==> src/rtl/axi_wr_burst_sched_if.sv <==
// Burst command channel plus AXI write-response channel between the scheduler
// (master) and the write engine / interconnect (slave).
interface axi_wr_burst_sched_if #(
    parameter int unsigned ADDR_WIDTH = 32
);
    logic                  cmd_valid;
    logic                  cmd_ready;
    logic [ADDR_WIDTH-1:0] cmd_addr;
    logic                  m_axi_bvalid;
    logic [1:0]            m_axi_bresp;
    logic                  m_axi_bready;

    modport master (
        output cmd_valid, cmd_addr, m_axi_bready,
        input  cmd_ready, m_axi_bvalid, m_axi_bresp
    );

    modport slave (
        input  cmd_valid, cmd_addr, m_axi_bready,
        output cmd_ready, m_axi_bvalid, m_axi_bresp
    );
endinterface

==> src/rtl/axi_wr_burst_sched.sv <==
// Frame-based scheduler of fixed-size write bursts into a DDR ring buffer.
// Optional macro WR_SCHED_ERR_STOP_EN: a non-OKAY bresp parks the FSM in HALT.
//
// state   | meaning
// IDLE    | waiting for start with a non-zero frame_len
// ISSUE   | offering burst commands, bounded by frame_len and MAX_OUTSTANDING
// DRAIN   | no new commands; waiting for remaining B responses
// DONE    | one-cycle frame_done pulse
// HALT    | error stop, left only by reset (macro build only)
module axi_wr_burst_sched #(
    parameter int unsigned           ADDR_WIDTH      = 32,
    parameter logic [ADDR_WIDTH-1:0] BASE_ADDR       = 32'h2000_0000,
    parameter logic [ADDR_WIDTH-1:0] BUF_BYTES       = 32'h0100_0000,
    parameter int unsigned           BURST_BYTES     = 128,
    parameter int unsigned           MAX_OUTSTANDING = 4
) (
    input  logic                        m_axi_aclk,
    input  logic                        m_axi_areset,
    input  logic                        i_start,
    input  logic                        i_abort,
    input  logic [15:0]                 i_frame_len,
    axi_wr_burst_sched_if.master        bus,
    output logic                        o_busy,
    output logic                        o_frame_done,
    output logic [3:0]                  o_outstanding,
    output logic                        o_err
);

`ifdef WR_SCHED_ERR_STOP_EN
    typedef enum logic [2:0] {S_IDLE, S_ISSUE, S_DRAIN, S_DONE, S_HALT} state_t;
`else
    typedef enum logic [2:0] {S_IDLE, S_ISSUE, S_DRAIN, S_DONE} state_t;
`endif

    localparam logic [ADDR_WIDTH:0] LP_BURST = (ADDR_WIDTH+1)'(BURST_BYTES);
    localparam logic [ADDR_WIDTH:0] LP_END   = {1'b0, BASE_ADDR} + {1'b0, BUF_BYTES};
    localparam logic [3:0]          LP_MAX   = 4'(MAX_OUTSTANDING);

    state_t                r_state;
    logic [ADDR_WIDTH-1:0] r_ptr;
    logic [15:0]           r_len;
    logic [15:0]           r_issued;
    logic [3:0]            r_out;
    logic                  r_cmd_valid;
    logic                  r_bready;
    logic                  r_busy;
    logic                  r_frame_done;
    logic                  r_err;

    logic                  w_cmd_hs;
    logic                  w_b_hs;
    logic                  w_bad_resp;
    logic                  w_b_err;
    logic [ADDR_WIDTH:0]   w_ptr_inc;
    logic [ADDR_WIDTH-1:0] w_ptr_nx;
    logic [15:0]           w_issued_nx;
    logic [3:0]            w_out_nx;
    logic                  w_can_issue;

    assign w_cmd_hs    = r_cmd_valid & bus.cmd_ready;
    assign w_b_hs      = r_bready & bus.m_axi_bvalid;
    assign w_bad_resp  = w_b_hs & (bus.m_axi_bresp != 2'b00);
    assign w_b_err     = w_bad_resp | (w_b_hs & (r_out == 4'd0));
    assign w_ptr_inc   = {1'b0, r_ptr} + LP_BURST;
    assign w_ptr_nx    = !w_cmd_hs ? r_ptr :
                         (w_ptr_inc >= LP_END) ? BASE_ADDR : w_ptr_inc[ADDR_WIDTH-1:0];
    assign w_issued_nx = r_issued + {15'd0, w_cmd_hs};
    assign w_can_issue = (w_issued_nx < r_len) && (w_out_nx < LP_MAX);

    // A B beat with nothing outstanding is flagged as an error, never an underflow.
    always_comb begin
        w_out_nx = r_out;
        if (w_cmd_hs && !w_b_hs)
            w_out_nx = r_out + 4'd1;
        else if (!w_cmd_hs && w_b_hs && (r_out != 4'd0))
            w_out_nx = r_out - 4'd1;
    end

    always_ff @(posedge m_axi_aclk) begin
        if (m_axi_areset) begin
            r_state      <= S_IDLE;
            r_ptr        <= BASE_ADDR;
            r_len        <= 16'd0;
            r_issued     <= 16'd0;
            r_out        <= 4'd0;
            r_cmd_valid  <= 1'b0;
            r_bready     <= 1'b0;
            r_busy       <= 1'b0;
            r_frame_done <= 1'b0;
            r_err        <= 1'b0;
        end else begin
            r_bready     <= 1'b1;
            r_ptr        <= w_ptr_nx;
            r_out        <= w_out_nx;
            r_issued     <= w_issued_nx;
            r_frame_done <= 1'b0;
            if (w_b_err)
                r_err <= 1'b1;

            case (r_state)
                S_IDLE: begin
                    r_cmd_valid <= 1'b0;
                    if (i_start && (i_frame_len != 16'd0)) begin
                        r_state     <= S_ISSUE;
                        r_len       <= i_frame_len;
                        r_issued    <= 16'd0;
                        r_cmd_valid <= (w_out_nx < LP_MAX);
                        r_busy      <= 1'b1;
                    end
                end
                S_ISSUE: begin
                    // An offered command must complete before abort takes effect.
                    if ((w_cmd_hs && (w_issued_nx == r_len)) ||
                        (i_abort && (!r_cmd_valid || w_cmd_hs))) begin
                        r_state     <= S_DRAIN;
                        r_cmd_valid <= 1'b0;
                    end else if (r_cmd_valid && !w_cmd_hs) begin
                        r_cmd_valid <= 1'b1;
                    end else begin
                        r_cmd_valid <= w_can_issue;
                    end
                end
                S_DRAIN: begin
                    r_cmd_valid <= 1'b0;
                    if (r_out == 4'd0) begin
                        r_state      <= S_DONE;
                        r_frame_done <= 1'b1;
                    end
                end
                S_DONE: begin
                    r_cmd_valid <= 1'b0;
                    r_state     <= S_IDLE;
                    r_busy      <= 1'b0;
                end
`ifdef WR_SCHED_ERR_STOP_EN
                S_HALT: begin
                    r_cmd_valid <= 1'b0;
                    r_busy      <= 1'b1;
                end
`endif
                default: begin
                    r_state     <= S_IDLE;
                    r_cmd_valid <= 1'b0;
                    r_busy      <= 1'b0;
                end
            endcase

`ifdef WR_SCHED_ERR_STOP_EN
            if (w_bad_resp && ((r_state == S_ISSUE) || (r_state == S_DRAIN) ||
                               (r_state == S_DONE))) begin
                r_state      <= S_HALT;
                r_cmd_valid  <= 1'b0;
                r_busy       <= 1'b1;
                r_frame_done <= 1'b0;
            end
`endif
        end
    end

    assign bus.cmd_valid    = r_cmd_valid;
    assign bus.cmd_addr     = r_ptr;
    assign bus.m_axi_bready = r_bready;
    assign o_busy           = r_busy;
    assign o_frame_done     = r_frame_done;
    assign o_outstanding    = r_out;
    assign o_err            = r_err;

endmodule

==> src/flat_wrapper.sv <==
// flat-port wrapper written by rule: the top's interface ports become plain ports
module axi_wr_burst_sched_flat 
#(
    parameter int unsigned           ADDR_WIDTH      = 32,
    parameter logic [ADDR_WIDTH-1:0] BASE_ADDR       = 32'h2000_0000,
    parameter logic [ADDR_WIDTH-1:0] BUF_BYTES       = 32'h0100_0000,
    parameter int unsigned           BURST_BYTES     = 128,
    parameter int unsigned           MAX_OUTSTANDING = 4
)
  (m_axi_aclk, m_axi_areset, i_start, i_abort, i_frame_len, o_busy, o_frame_done, o_outstanding, o_err, bus_cmd_valid, bus_cmd_addr, bus_m_axi_bready, bus_cmd_ready, bus_m_axi_bvalid, bus_m_axi_bresp);
  axi_wr_burst_sched_if #(.ADDR_WIDTH(ADDR_WIDTH)) bus_i ();
  input  logic m_axi_aclk;
  input  logic m_axi_areset;
  input  logic i_start;
  input  logic i_abort;
  input  logic [15:0] i_frame_len;
  output logic o_busy;
  output logic o_frame_done;
  output logic [3:0] o_outstanding;
  output logic o_err;
  output wire logic [$bits(bus_i.cmd_valid)-1:0] bus_cmd_valid;
  output wire logic [$bits(bus_i.cmd_addr)-1:0] bus_cmd_addr;
  output wire logic [$bits(bus_i.m_axi_bready)-1:0] bus_m_axi_bready;
  input wire logic [$bits(bus_i.cmd_ready)-1:0] bus_cmd_ready;
  input wire logic [$bits(bus_i.m_axi_bvalid)-1:0] bus_m_axi_bvalid;
  input wire logic [$bits(bus_i.m_axi_bresp)-1:0] bus_m_axi_bresp;
  assign bus_cmd_valid = bus_i.cmd_valid;
  assign bus_cmd_addr = bus_i.cmd_addr;
  assign bus_m_axi_bready = bus_i.m_axi_bready;
  assign bus_i.cmd_ready = bus_cmd_ready;
  assign bus_i.m_axi_bvalid = bus_m_axi_bvalid;
  assign bus_i.m_axi_bresp = bus_m_axi_bresp;
  axi_wr_burst_sched #(.ADDR_WIDTH(ADDR_WIDTH), .BASE_ADDR(BASE_ADDR), .BUF_BYTES(BUF_BYTES), .BURST_BYTES(BURST_BYTES), .MAX_OUTSTANDING(MAX_OUTSTANDING)) u_core (.m_axi_aclk(m_axi_aclk), .m_axi_areset(m_axi_areset), .i_start(i_start), .i_abort(i_abort), .i_frame_len(i_frame_len), .bus(bus_i), .o_busy(o_busy), .o_frame_done(o_frame_done), .o_outstanding(o_outstanding), .o_err(o_err));
endmodule
==> config.mk <==
export PLATFORM = sky130hd
export DESIGN_NAME = axi_wr_burst_sched_flat
export DESIGN_NICKNAME = d
export VERILOG_FILES = /design/src/rtl/axi_wr_burst_sched_if.sv /design/src/rtl/axi_wr_burst_sched.sv /design/src/flat_wrapper.sv
export SDC_FILE = /design/constraint.sdc
export NUM_CORES = 1
export LEC_CHECK = 0
export CAP_MARGIN = 30
export CORE_ASPECT_RATIO = 0.75
export CORE_MARGIN = 5
export CORE_UTILIZATION = 35
export DETAILED_ROUTE_END_ITERATION = 8
export PLACE_DENSITY = 0.55
export SYNTH_ARGS = -nofsm -noshare
export SYNTH_HDL_FRONTEND = slang
export SYNTH_SLANG_ARGS = --single-unit
==> constraint.sdc <==
create_clock -name m_axi_aclk -period 4.35 [get_ports m_axi_aclk]
set_input_delay 0.6525 -clock m_axi_aclk [delete_from_list [all_inputs] [get_ports m_axi_aclk]]
set_output_delay 0.6525 -clock m_axi_aclk [all_outputs]
set_load 0.02 [all_outputs]
==> impl_metrics.env <==
export IMPL_status="completed"
export IMPL_synth_cell_types=56
export IMPL_wl_per_cell_um=14.5
export IMPL_place_area_mm2=0.00448
export IMPL_rr_worst_depth=7
export IMPL_relSlewSlack_pct=42.9
export IMPL_ys_seq_area_share_pct=35.9
export IMPL_h_tree_depth=3
export IMPL_holdCritPathClass="flip-flop to flip-flop"
export IMPL_antenna_found_initial=0
export IMPL_diodes=0
export IMPL_synthArstFlopShare_pct=0
export IMPL_max_cap_violations=0
export IMPL_whs_path_depth=1
export IMPL_worst_slew_pin_transition_ps=848
export IMPL_p_leak_nw=1.87
export IMPL_fin_tns_setup_ps=0
export IMPL_grt_pass1_wl_um=15300
export IMPL_ioPinCount=65
export IMPL_synth_edf_count=0
export IMPL_wirelength_um=9310
export IMPL_synth_area_leaders="dfxtp_1 36%, ha_1 7.9%, mux2i_1 6.1%, nor2_1 4.2%, xnor2_1 3.2%"
export IMPL_synthFlopType="dfxtp_1"
export IMPL_cts_root_buffer="clkbuf_16"
export IMPL_hpwl_um=7050
export IMPL_drc_errors=0
export IMPL_critPathLaunchType="primary input"
export IMPL_nets=551
export IMPL_first_pass_iters=4
export IMPL_track_usage_pct=14.7
export IMPL_fp_coreArea_mm2=0.0105
export IMPL_critPathMaxFanout=4
export IMPL_setup_viol=0
export IMPL_cts_sinks=68
export IMPL_clkSlewWorstSetupHoldPaths_ps=50
export IMPL_final_period_utilization_pct=82.1
export IMPL_path_class="primary input to flip-flop"
export IMPL_hold_violations=0
export IMPL_arrival_ps=3790
export IMPL_yosys_warnings=0
export IMPL_r2r_slack_ps=1080
export IMPL_ctsHoldBuffers=0
export IMPL_ctsResizeCount=0
export IMPL_drv_slew=0
export IMPL_post_synth_inst_count=447
export IMPL_tritoncts="built"
export IMPL_ys_ff_latch=68
export IMPL_viasPerCell=5.13
export IMPL_cts_buffers=9
export IMPL_crit_required_ps=4570
export IMPL_grt_pass1_vias=3055
export IMPL_power_density_mw_per_mm2=409
export IMPL_ir_drop_v=0.000233
export IMPL_worstPathCellList="clkdlybuf4s50_1 -> nand2_1 -> clkinv_1 -> ha_1 -> ha_1 -> nand3_1 -> nor3_1 -> xnor2_1 -> ha_1 -> nand4_1 -> or2_2 -> o21ai_0 -> a211oi_1 -> o21ai_0 -> o21ai_0 -> a41o_1"
export IMPL_ant_nets=0
export IMPL_path_buf_inv=2
export IMPL_max_stage_delay_ps=510
export IMPL_avgSynthCellArea_um2=8.48
export IMPL_grt_overflow=0
export IMPL_layout_min_cycle_time_ps=3570
export IMPL_yosysMostFrequentCell="dfxtp_1"
export IMPL_die_h_um=100
export IMPL_synth_common_cells="68 x dfxtp_1, 42 x nor2_1, 32 x nand2_1"
export IMPL_drive_above_1_share_pct=5.92
export IMPL_utilization_pct=45.4
export IMPL_post_cts_buffers=0
export IMPL_dieArea_mm2=0.0130
export IMPL_r2r_end="u_core.bus.cmd_addr[15]"
export IMPL_vias=3300
export IMPL_holdPathEnd="u_core.o_err"
export IMPL_netlist_area_leader_share_pct=35.9
export IMPL_r2r_start="u_core.bus.cmd_addr[11]"
export IMPL_place_congestion=0.831
export IMPL_final_area_mm2=0.00475
export IMPL_clk_path_buf_depth=2
export IMPL_hold_worst_slack_ps=458
export IMPL_fillers=1030
export IMPL_max_freq_ghz=0.280
export IMPL_cp_top_family="simple AND/OR/NAND/NOR gates"
export IMPL_min_from="u_core.o_err"
export IMPL_endpoint_kind="flip-flop"
export IMPL_chipWidth_um=130
export IMPL_drt_iter0_drc=190
export IMPL_clk_latency_ps=330
export IMPL_syn_to_final_growth_pct=25.3
export IMPL_portBuffers=57
export IMPL_rsz0062_at_grt="no"
export IMPL_finClkSkew_ps=5.01
export IMPL_initial_core_util_pct=36.3
export IMPL_cp_slowest_cell="clkdlybuf4s50_1"
export IMPL_grt_max_degree=35
export IMPL_rows=32
export IMPL_synth_area_mm2=0.00379
export IMPL_yosysTopAreaCell="dfxtp_1"
-- power breakdown --
| part | internal, mW | switching (mW) | leakage [nW] |
|---|---|---|---|
| Sequential | 0.686 | 0.0466 | 0.552 |
| Combinational | 0.239 | 0.306 | 1.18 |
| Clock | 0.412 | 0.251 | 0.135 |
| Total | 1.34 | 0.603 | 1.87 |
-- stage by stage --
stage / instances / power (mW) / setup WS [ps]
floorplan: 453 / 1.12 / 1080
global placement: 628 / 1.29 / 528
CTS: 643 / 1.97 / 785
detailed placement: 628 / 1.29 / 447
finish: 643 / 1.94 / 780
global route: 643 / 2.06 / 503
-- registers in the layout (all words and copies together) (netlist names) --
| signal | count |
|---|---|
| u_core.bus.m_axi_bready | 1 |
| u_core.r_len | 16 |
| u_core.r_state | 2 |
| u_core.o_frame_done | 1 |
| u_core.r_issued | 16 |
| u_core.o_err | 1 |
| u_core.o_busy | 1 |
| u_core.bus.cmd_valid | 1 |
| u_core.o_outstanding | 4 |
| u_core.bus.cmd_addr | 25 |
-- layer usage --
layer	wire length [um]	vias up	GRT usage, %
li1	-	1701	-
met1	4970	1516	21.9
met2	3670	76	20.3
met3	565	7	3.99
met4	106	0	4.55
met5	0	-	0
-- cell usage in the layout (no fill, tap or decap), types with 11 or more instances in the layout --
master / n
nand3_1: 24
ha_1: 24
dfxtp_1: 68
clkdlybuf4s50_1: 57
o21ai_0: 16
a21oi_1: 15
nor2b_1: 11
nor2_1: 42
inv_1: 28
and3_1: 15
nand4_1: 15
nand2_1: 32
xnor2_1: 14
mux2i_1: 23
-- cell type report --
class / instances / area [um^2] / area share (%)
Multi-Input combinational cell: 329 / 2200 / 46.4
Sequential cell: 68 / 1360 / 28.7
Timing Repair Buffer: 65 / 631 / 13.3
Clock buffer: 13 / 260 / 5.48
Tap cell: 136 / 170 / 3.58
Inverter: 30 / 113 / 2.37
Clock inverter: 2 / 10.0 / 0.211
-- how the worst max path moves through the flow --
stage | cells past startpoint | endpoint | from
after floorplan | 15 | u_core.bus.cmd_valid | bus_cmd_ready
after global placement | 16 | u_core.bus.cmd_valid | bus_cmd_ready
after detailed placement | 16 | u_core.bus.cmd_valid | bus_cmd_ready
after CTS | 16 | u_core.bus.cmd_valid | bus_cmd_ready
after global routing | 16 | u_core.bus.cmd_valid | bus_cmd_ready
final | 16 | u_core.bus.cmd_valid | bus_cmd_ready
-- kinds of logic (layout without fill, tap and decap cells) --
logic type / after synthesis / in the layout / synth area share [%]
AOI/OAI and AO/OA: 78 / 78 / 14.5
other: 1 / 7 / 0.0990
and+or+nand+nor: 175 / 175 / 23.9
DFF: 68 / 68 / 35.9
adders and majority gates: 24 / 24 / 7.93
buffers and inverters: 56 / 110 / 6.54
xor gates and xnor gates: 22 / 22 / 5.09
muxes: 23 / 23 / 6.08
No activity file was read; power rests on OpenSTA's default activity.
